<file path="config.mk">
export PLATFORM = sky130hd
export DESIGN_NAME = time_uart_tx_flat
export DESIGN_NICKNAME = d
export VERILOG_FILES = /design/src/rtl/clock_pkg.sv /design/src/rtl/time_uart_tx_if.sv /design/src/rtl/uart_tx_byte.sv /design/src/rtl/time_uart_tx.sv /design/src/flat_wrapper.sv
export SDC_FILE = /design/constraint.sdc
export NUM_CORES = 1
export LEC_CHECK = 0
export ABC_AREA = 1
export BUFFER_PORTS_ARGS = -buffer_cell sky130_fd_sc_hd__buf_2
export CAP_MARGIN = 20
export CORE_MARGIN = 8
export CORE_UTILIZATION = 40
export CTS_CLUSTER_DIAMETER = 200
export DETAILED_ROUTE_END_ITERATION = 8
export PLACE_DENSITY_LB_ADDON = 0.1
export SLEW_MARGIN = 20
export SYNTH_ARGS = -nofsm -noshare
export SYNTH_HDL_FRONTEND = slang
export SYNTH_SLANG_ARGS = --single-unit
</file>
<file path="constraint.sdc">
create_clock -name clk -period 4.55 [get_ports clk]
set_input_delay 0.455 -clock clk [delete_from_list [all_inputs] [get_ports clk]]
set_output_delay 0.455 -clock clk [all_outputs]
set_load 0.01 [all_outputs]
</file>
<file path="src/rtl/clock_pkg.sv">
// clock_pkg: ASCII constants, time snapshot type, UART FSM states and message byte mapping.
package clock_pkg;
    localparam logic [7:0] ASCII_ZERO  = 8'h30;
    localparam logic [7:0] ASCII_COLON = 8'h3A;
    localparam logic [7:0] ASCII_QMARK = 8'h3F;
    localparam logic [7:0] ASCII_CR    = 8'h0D;
    localparam logic [7:0] ASCII_LF    = 8'h0A;
    localparam int MSG_LEN = 10;

    typedef enum logic [1:0] {IDLE, START, DATA, STOP} tx_state_e;

    typedef struct packed {
        logic [1:0] hourtens;
        logic [3:0] hourunits;
        logic [2:0] mintens;
        logic [3:0] minunits;
        logic [2:0] sectens;
        logic [3:0] secunits;
    } time_t;

    function automatic logic [7:0] digit_ascii(input logic [3:0] d);
        return d > 4'd9 ? ASCII_QMARK : ASCII_ZERO + {4'b0, d};
    endfunction

    function automatic logic [7:0] msg_byte(input time_t t, input logic [3:0] i);
        case (i)
            4'd0:    return digit_ascii({2'b0, t.hourtens});
            4'd1:    return digit_ascii(t.hourunits);
            4'd3:    return digit_ascii({1'b0, t.mintens});
            4'd4:    return digit_ascii(t.minunits);
            4'd6:    return digit_ascii({1'b0, t.sectens});
            4'd7:    return digit_ascii(t.secunits);
            4'd2,
            4'd5:    return ASCII_COLON;
            4'd8:    return ASCII_CR;
            default: return ASCII_LF;
        endcase
    endfunction
endpackage

</file>
<file path="src/rtl/time_uart_tx_if.sv">
// time_uart_tx_if: time digits and send request in, serial line and status out.
interface time_uart_tx_if;
    logic       send;
    logic [1:0] hourtens;
    logic [3:0] hourunits;
    logic [2:0] mintens;
    logic [3:0] minunits;
    logic [2:0] sectens;
    logic [3:0] secunits;
    logic       tx;
    logic       busy;
    logic       done;

    modport master (output send, hourtens, hourunits, mintens, minunits, sectens, secunits,
                    input tx, busy, done);
    modport slave  (input send, hourtens, hourunits, mintens, minunits, sectens, secunits,
                    output tx, busy, done);
endinterface

</file>
<file path="src/rtl/uart_tx_byte.sv">
// uart_tx_byte: 8N1 byte serializer; ready also rises on the last stop cycle so bytes chain gaplessly.
module uart_tx_byte
    import clock_pkg::*;
#(
    parameter int DIV = 868
) (
    input  logic       clk,
    input  logic       rst,
    input  logic       load,
    input  logic [7:0] data,
    output logic       tx,
    output logic       ready
);
    localparam int CW = $clog2(DIV);

    tx_state_e     state_q, state_d;
    logic [CW-1:0] cnt_q, cnt_d;
    logic [2:0]    bit_q, bit_d;
    logic [7:0]    shift_q, shift_d;
    logic          tx_q, tx_d;
    logic          last;

    assign last  = cnt_q == CW'(DIV - 1);
    assign ready = state_q == IDLE || (state_q == STOP && last);
    assign tx    = tx_q;

    always_comb begin
        state_d = state_q;
        cnt_d   = (state_q == IDLE || last) ? '0 : cnt_q + 1'b1;
        bit_d   = bit_q;
        shift_d = shift_q;
        tx_d    = tx_q;
        case (state_q)
            IDLE: if (load) begin
                state_d = START;
                tx_d    = 1'b0;
                shift_d = data;
            end
            START: if (last) begin
                state_d = DATA;
                bit_d   = '0;
                tx_d    = shift_q[0];
            end
            DATA: if (last) begin
                state_d = bit_q == 3'd7 ? STOP : DATA;
                bit_d   = bit_q + 1'b1;
                shift_d = shift_q >> 1;
                tx_d    = bit_q == 3'd7 ? 1'b1 : shift_q[1];
            end
            STOP: if (last) begin
                state_d = load ? START : IDLE;
                tx_d    = ~load;
                shift_d = load ? data : shift_q;
            end
        endcase
    end

    always_ff @(posedge clk or posedge rst) begin
        if (rst) begin
            state_q <= IDLE;
            cnt_q   <= '0;
            bit_q   <= '0;
            shift_q <= '0;
            tx_q    <= 1'b1;
        end else begin
            state_q <= state_d;
            cnt_q   <= cnt_d;
            bit_q   <= bit_d;
            shift_q <= shift_d;
            tx_q    <= tx_d;
        end
    end
endmodule

</file>
<file path="src/rtl/time_uart_tx.sv">
// time_uart_tx: on send, snapshots the time and transmits "HH:MM:SS\r\n" as 8N1 UART.
module time_uart_tx
    import clock_pkg::*;
#(
    parameter int CLK_HZ = 100000000,
    parameter int BAUD   = 115200
) (
    input logic clk,
    input logic rst,
    time_uart_tx_if.slave bus
);
    localparam int DIV = CLK_HZ / BAUD;
    localparam logic [3:0] LAST_IDX = 4'(MSG_LEN - 1);

    time_t      snap_q, snap_d, cur;
    logic [3:0] idx_q, idx_d;
    logic       busy_q, busy_d, done_q, done_d;
    logic       accept, next_byte, finish, load, ready, tx;
    logic [7:0] data;

    assign cur = '{bus.hourtens, bus.hourunits, bus.mintens, bus.minunits, bus.sectens, bus.secunits};

    // Byte 0 is loaded on the accept edge itself, straight from the live inputs.
    always_comb begin
        accept    = bus.send & ~busy_q;
        next_byte = busy_q & ready & (idx_q != LAST_IDX);
        finish    = busy_q & ready & (idx_q == LAST_IDX);
        load      = accept | next_byte;
        snap_d    = accept ? cur : snap_q;
        idx_d     = accept ? 4'd0 : next_byte ? idx_q + 4'd1 : finish ? 4'd0 : idx_q;
        busy_d    = accept | (busy_q & ~finish);
        done_d    = finish;
        data      = msg_byte(snap_d, idx_d);
    end

    always_ff @(posedge clk or posedge rst) begin
        if (rst) begin
            snap_q <= '0;
            idx_q  <= '0;
            busy_q <= 1'b0;
            done_q <= 1'b0;
        end else begin
            snap_q <= snap_d;
            idx_q  <= idx_d;
            busy_q <= busy_d;
            done_q <= done_d;
        end
    end

    uart_tx_byte #(.DIV(DIV)) u_byte (
        .clk   (clk),
        .rst   (rst),
        .load  (load),
        .data  (data),
        .tx    (tx),
        .ready (ready)
    );

    assign bus.tx   = tx;
    assign bus.busy = busy_q;
    assign bus.done = done_q;
endmodule

</file>
<file path="src/flat_wrapper.sv">
// flat-port wrapper written by rule: the top's interface ports become plain ports
module time_uart_tx_flat import clock_pkg::*;
#(
    parameter int CLK_HZ = 100000000,
    parameter int BAUD   = 115200
)
  (clk, rst, bus_send, bus_hourtens, bus_hourunits, bus_mintens, bus_minunits, bus_sectens, bus_secunits, bus_tx, bus_busy, bus_done);
  time_uart_tx_if bus_i ();
  input logic clk;
  input logic rst;
  input wire logic [$bits(bus_i.send)-1:0] bus_send;
  input wire logic [$bits(bus_i.hourtens)-1:0] bus_hourtens;
  input wire logic [$bits(bus_i.hourunits)-1:0] bus_hourunits;
  input wire logic [$bits(bus_i.mintens)-1:0] bus_mintens;
  input wire logic [$bits(bus_i.minunits)-1:0] bus_minunits;
  input wire logic [$bits(bus_i.sectens)-1:0] bus_sectens;
  input wire logic [$bits(bus_i.secunits)-1:0] bus_secunits;
  output wire logic [$bits(bus_i.tx)-1:0] bus_tx;
  output wire logic [$bits(bus_i.busy)-1:0] bus_busy;
  output wire logic [$bits(bus_i.done)-1:0] bus_done;
  assign bus_i.send = bus_send;
  assign bus_i.hourtens = bus_hourtens;
  assign bus_i.hourunits = bus_hourunits;
  assign bus_i.mintens = bus_mintens;
  assign bus_i.minunits = bus_minunits;
  assign bus_i.sectens = bus_sectens;
  assign bus_i.secunits = bus_secunits;
  assign bus_tx = bus_i.tx;
  assign bus_busy = bus_i.busy;
  assign bus_done = bus_i.done;
  time_uart_tx #(.CLK_HZ(CLK_HZ), .BAUD(BAUD)) u_core (.clk(clk), .rst(rst), .bus(bus_i));
endmodule
</file>
==> run summary <==
TNS Setup -> 0 ns
Unique cell type count in the Yosys netlist -> 39
Period Utilization, post-route -> 52.1%
Top FF cell, synth -> dfrtp_1
CP Capture Type -> register
F_max -> 422 MHz
Critical path data arrival time -> 2.61 ns
Gpl congestion -> 0.801
Syn Area/Cell -> 8.04 um^2
Die Height -> 98.4 um
Status -> finished, final reports clean
Commonest non-fill, non-tap cells in the layout -> nand2_1 (97), dfrtp_1 (47), nor2_1 (35)
Seq/Total Area, Yosys -> 44.2%
Critical path launch point type -> register
PortBufs -> 25
FF+latch area -> 0.00120 mm^2
Share of cells above drive strength 1 -> 18.4%
Post-synth top area share -> 43.3%
Ys async rst share -> 100%
Initial core utilization -> 40.7%
Post-route insts no fill -> 444
Iteration-0 DRC count of the detailed router -> 103
Vias in the first global route -> 2140
Via count -> 2162
I/O pins -> 26
Post-synth EDFFs -> 0
Worst Path Required -> 4.79 ns
Worst min path class -> in2async
Clk sink count -> 48
Clock Skew -> 0.00371 ns
Unrepaired setup endpoints after global routing -> false
PD cells -> 250 mW/mm^2
Reg-to-Reg Start -> u_core.bus.busy
DIE AREA -> 0.00969 mm^2
Drt first pass iters -> 4
Chip Width -> 98.4 um
TritonCTS clock tree -> done
Setup crit start -> u_core.bus.busy
Post-route cell area -> 0.00301 mm^2
Max Cap Viol -> 0
Total grt overflow -> 0
Fin nets -> 397
Worst-path clk slew -> 0.09 ns
Final slew viol count -> 0
VDD IR-drop max -> 0.117 mV
Worst hold slack -> 0.294 ns
Worst Tran Pin Value -> 0.850 ns
Layout area overhead -> 10.8%
Antenna diode count -> 0
Initial antenna violation count -> 0
Most common cell after layout, fill and taps aside -> nand2_1
Post-CTS setup buffers -> 0
# DRC -> 0
Worst-case reg-to-reg path depth -> 13
Relative slew slack -> 43.2%
First-pass GRT wire length -> 9940 um
Worst-case clock buffer depth -> 2
Core area -> 0.00668 mm^2
H-tree depth -> 2
Synth Register Bits -> 48
Largest net degree at the start of global routing -> 49
Leakage -> 0.00166 uW
Hold Fails Final Rpt -> 0
Post-place instance area -> 0.00290 mm^2
Post-Synthesis Cells -> 338
Total Wirelength -> 5620 um
Top cells by area, synth -> dfrtp_1 (43%), nand2_1 (13%), ha_1 (5.1%)
CP Class -> reg2reg
Fillers -> 705
DP Cell Count -> 436
FP Rows -> 30
Synth warnings -> 0
Tmin final -> 2.37 ns
CTS resizes -> 0
R2R Path End -> u_core.u_byte.shift_q[0]
Synth area leader -> dfrtp_1
GRT Overall Usage -> 12.5%
CP max FO -> 28
Final ANT Viol Nets -> 0
Footprint of the multi-input gates -> 0.00133 mm^2
Endpoints failing setup -> 0
Worst Setup EP -> u_core.u_byte.shift_q[0]
Net count of the mapped netlist -> 372
Setup slack, reg-to-reg -> 2.18 ns
Hold buffer count at CTS -> 0
Via density -> 4.87
Clk Latency, worst-skew pair -> 0.30 ns
Cts bufs inserted -> 5
Routed len/inst -> 12.6 um
Dpl hpwl -> 4170 um
Post-Syn Area -> 0.00272 mm^2
CTS root buf -> clkbuf_8
-- routing by layer --
| layer | GRT usage [%] | vias to the layer above | wire [um] |
|---|---|---|---|
| met5 | 0 | - | 0 |
| met4 | 4.25 | 0 | 76 |
| met3 | 2.54 | 8 | 231 |
| met2 | 19.6 | 36 | 2520 |
| met1 | 16.6 | 985 | 2790 |
| li1 | - | 1133 | - |
-- through the flow --
step	util, %	worst slack (ns)	total power, uW
2_1_floorplan	-	2.67	441
3_3_place_gp	43.4	2.07	454
3_5_place_dp	43.4	2.02	454
4_1_cts	45.1	2.15	765
5_1_grt	45.1	1.85	778
6_report	45.1	2.18	751
-- logic make-up after synthesis --
| logic type | after synthesis | synth area share (%) |
|---|---|---|
| buffers and inverters | 45 | 6.86 |
| DFF | 48 | 44.2 |
| and+or+nand+nor | 197 | 35.8 |
| xor gates and xnor gates | 3 | 0.967 |
| adders and majority gates | 11 | 5.06 |
| AOI/OAI and AO/OA | 34 | 7.13 |
-- layout make-up --
| cell class | count | area share [%] |
|---|---|---|
| clock buffer | 6 | 2.41 |
| clock inverter | 2 | 1.16 |
| inverter | 38 | 4.86 |
| multi-input combinational | 245 | 44.2 |
| sequential | 48 | 39.9 |
| tap | 80 | 3.32 |
| timing repair buffer | 25 | 4.15 |
-- flip-flops by register name, summed over array words and instances (netlist names), 2 cells and up --
signal,count
u_core.u_byte.state_q,2
u_core.snap_q,20
u_core.idx_q,4
u_core.u_byte.shift_q,6
u_core.u_byte.bit_q,3
u_core.u_byte.cnt_q,10
-- power by group --
group | leakage (uW) | switching [uW] | internal (uW) | total (uW)
clock network | 0.0000552 | 144 | 163 | 307
registers | 0.000642 | 0 | 426 | 426
logic | 0.000958 | 11.3 | 6.63 | 18.0
total | 0.00166 | 155 | 596 | 751
-- worst max-delay path, stage by stage (launching register included) --
cell	delay, ns
dfrtp_1	0.39
inv_2	0.11
nand2_4	0.22
inv_1	0.50
or2_2	0.21
o21a_1	0.13
inv_1	0.07
o21ai_0	0.18
nand4_1	0.12
nand2_1	0.08
nor2_1	0.04
nand2_1	0.05
nand2_1	0.06
a21oi_2	0.11
-- synthesized netlist by cell type (2+ instances only) --
cell type  instances
nand4_1           12
inv_1             32
nor2_4             3
clkbuf_1           2
nor2_1            35
o21ai_0            9
nand3_1           15
xor2_1             2
nand3_4            4
o21ai_1            6
inv_2              4
nand2_1           97
a21oi_1           10
nand2_4            5
and3_1             2
a21oi_2            2
nor3b_1            3
o21a_1             2
nand2_2            5
nor2_2             3
nor3_1             6
dfrtp_1           47
or2_2              4
buf_2              3
ha_1              11
-- how the worst min path moves through the flow --
stage               slack (ns)                    from                      to  cells past startpoint
floorplan                 0.43  u_core.u_byte.cnt_q[0]  u_core.u_byte.cnt_q[0]                      1
global route              0.37                     rst  u_core.u_byte.cnt_q[7]                      2
global placement          0.45        u_core.u_byte.tx        u_core.u_byte.tx                      2
detailed placement        0.45  u_core.u_byte.cnt_q[0]  u_core.u_byte.cnt_q[0]                      1
finish                    0.29                     rst         u_core.bus.done                      2
CTS                       0.37          bus_mintens[2]       u_core.snap_q[13]                      3
Note: power is estimated with default switching activity, not from simulation.
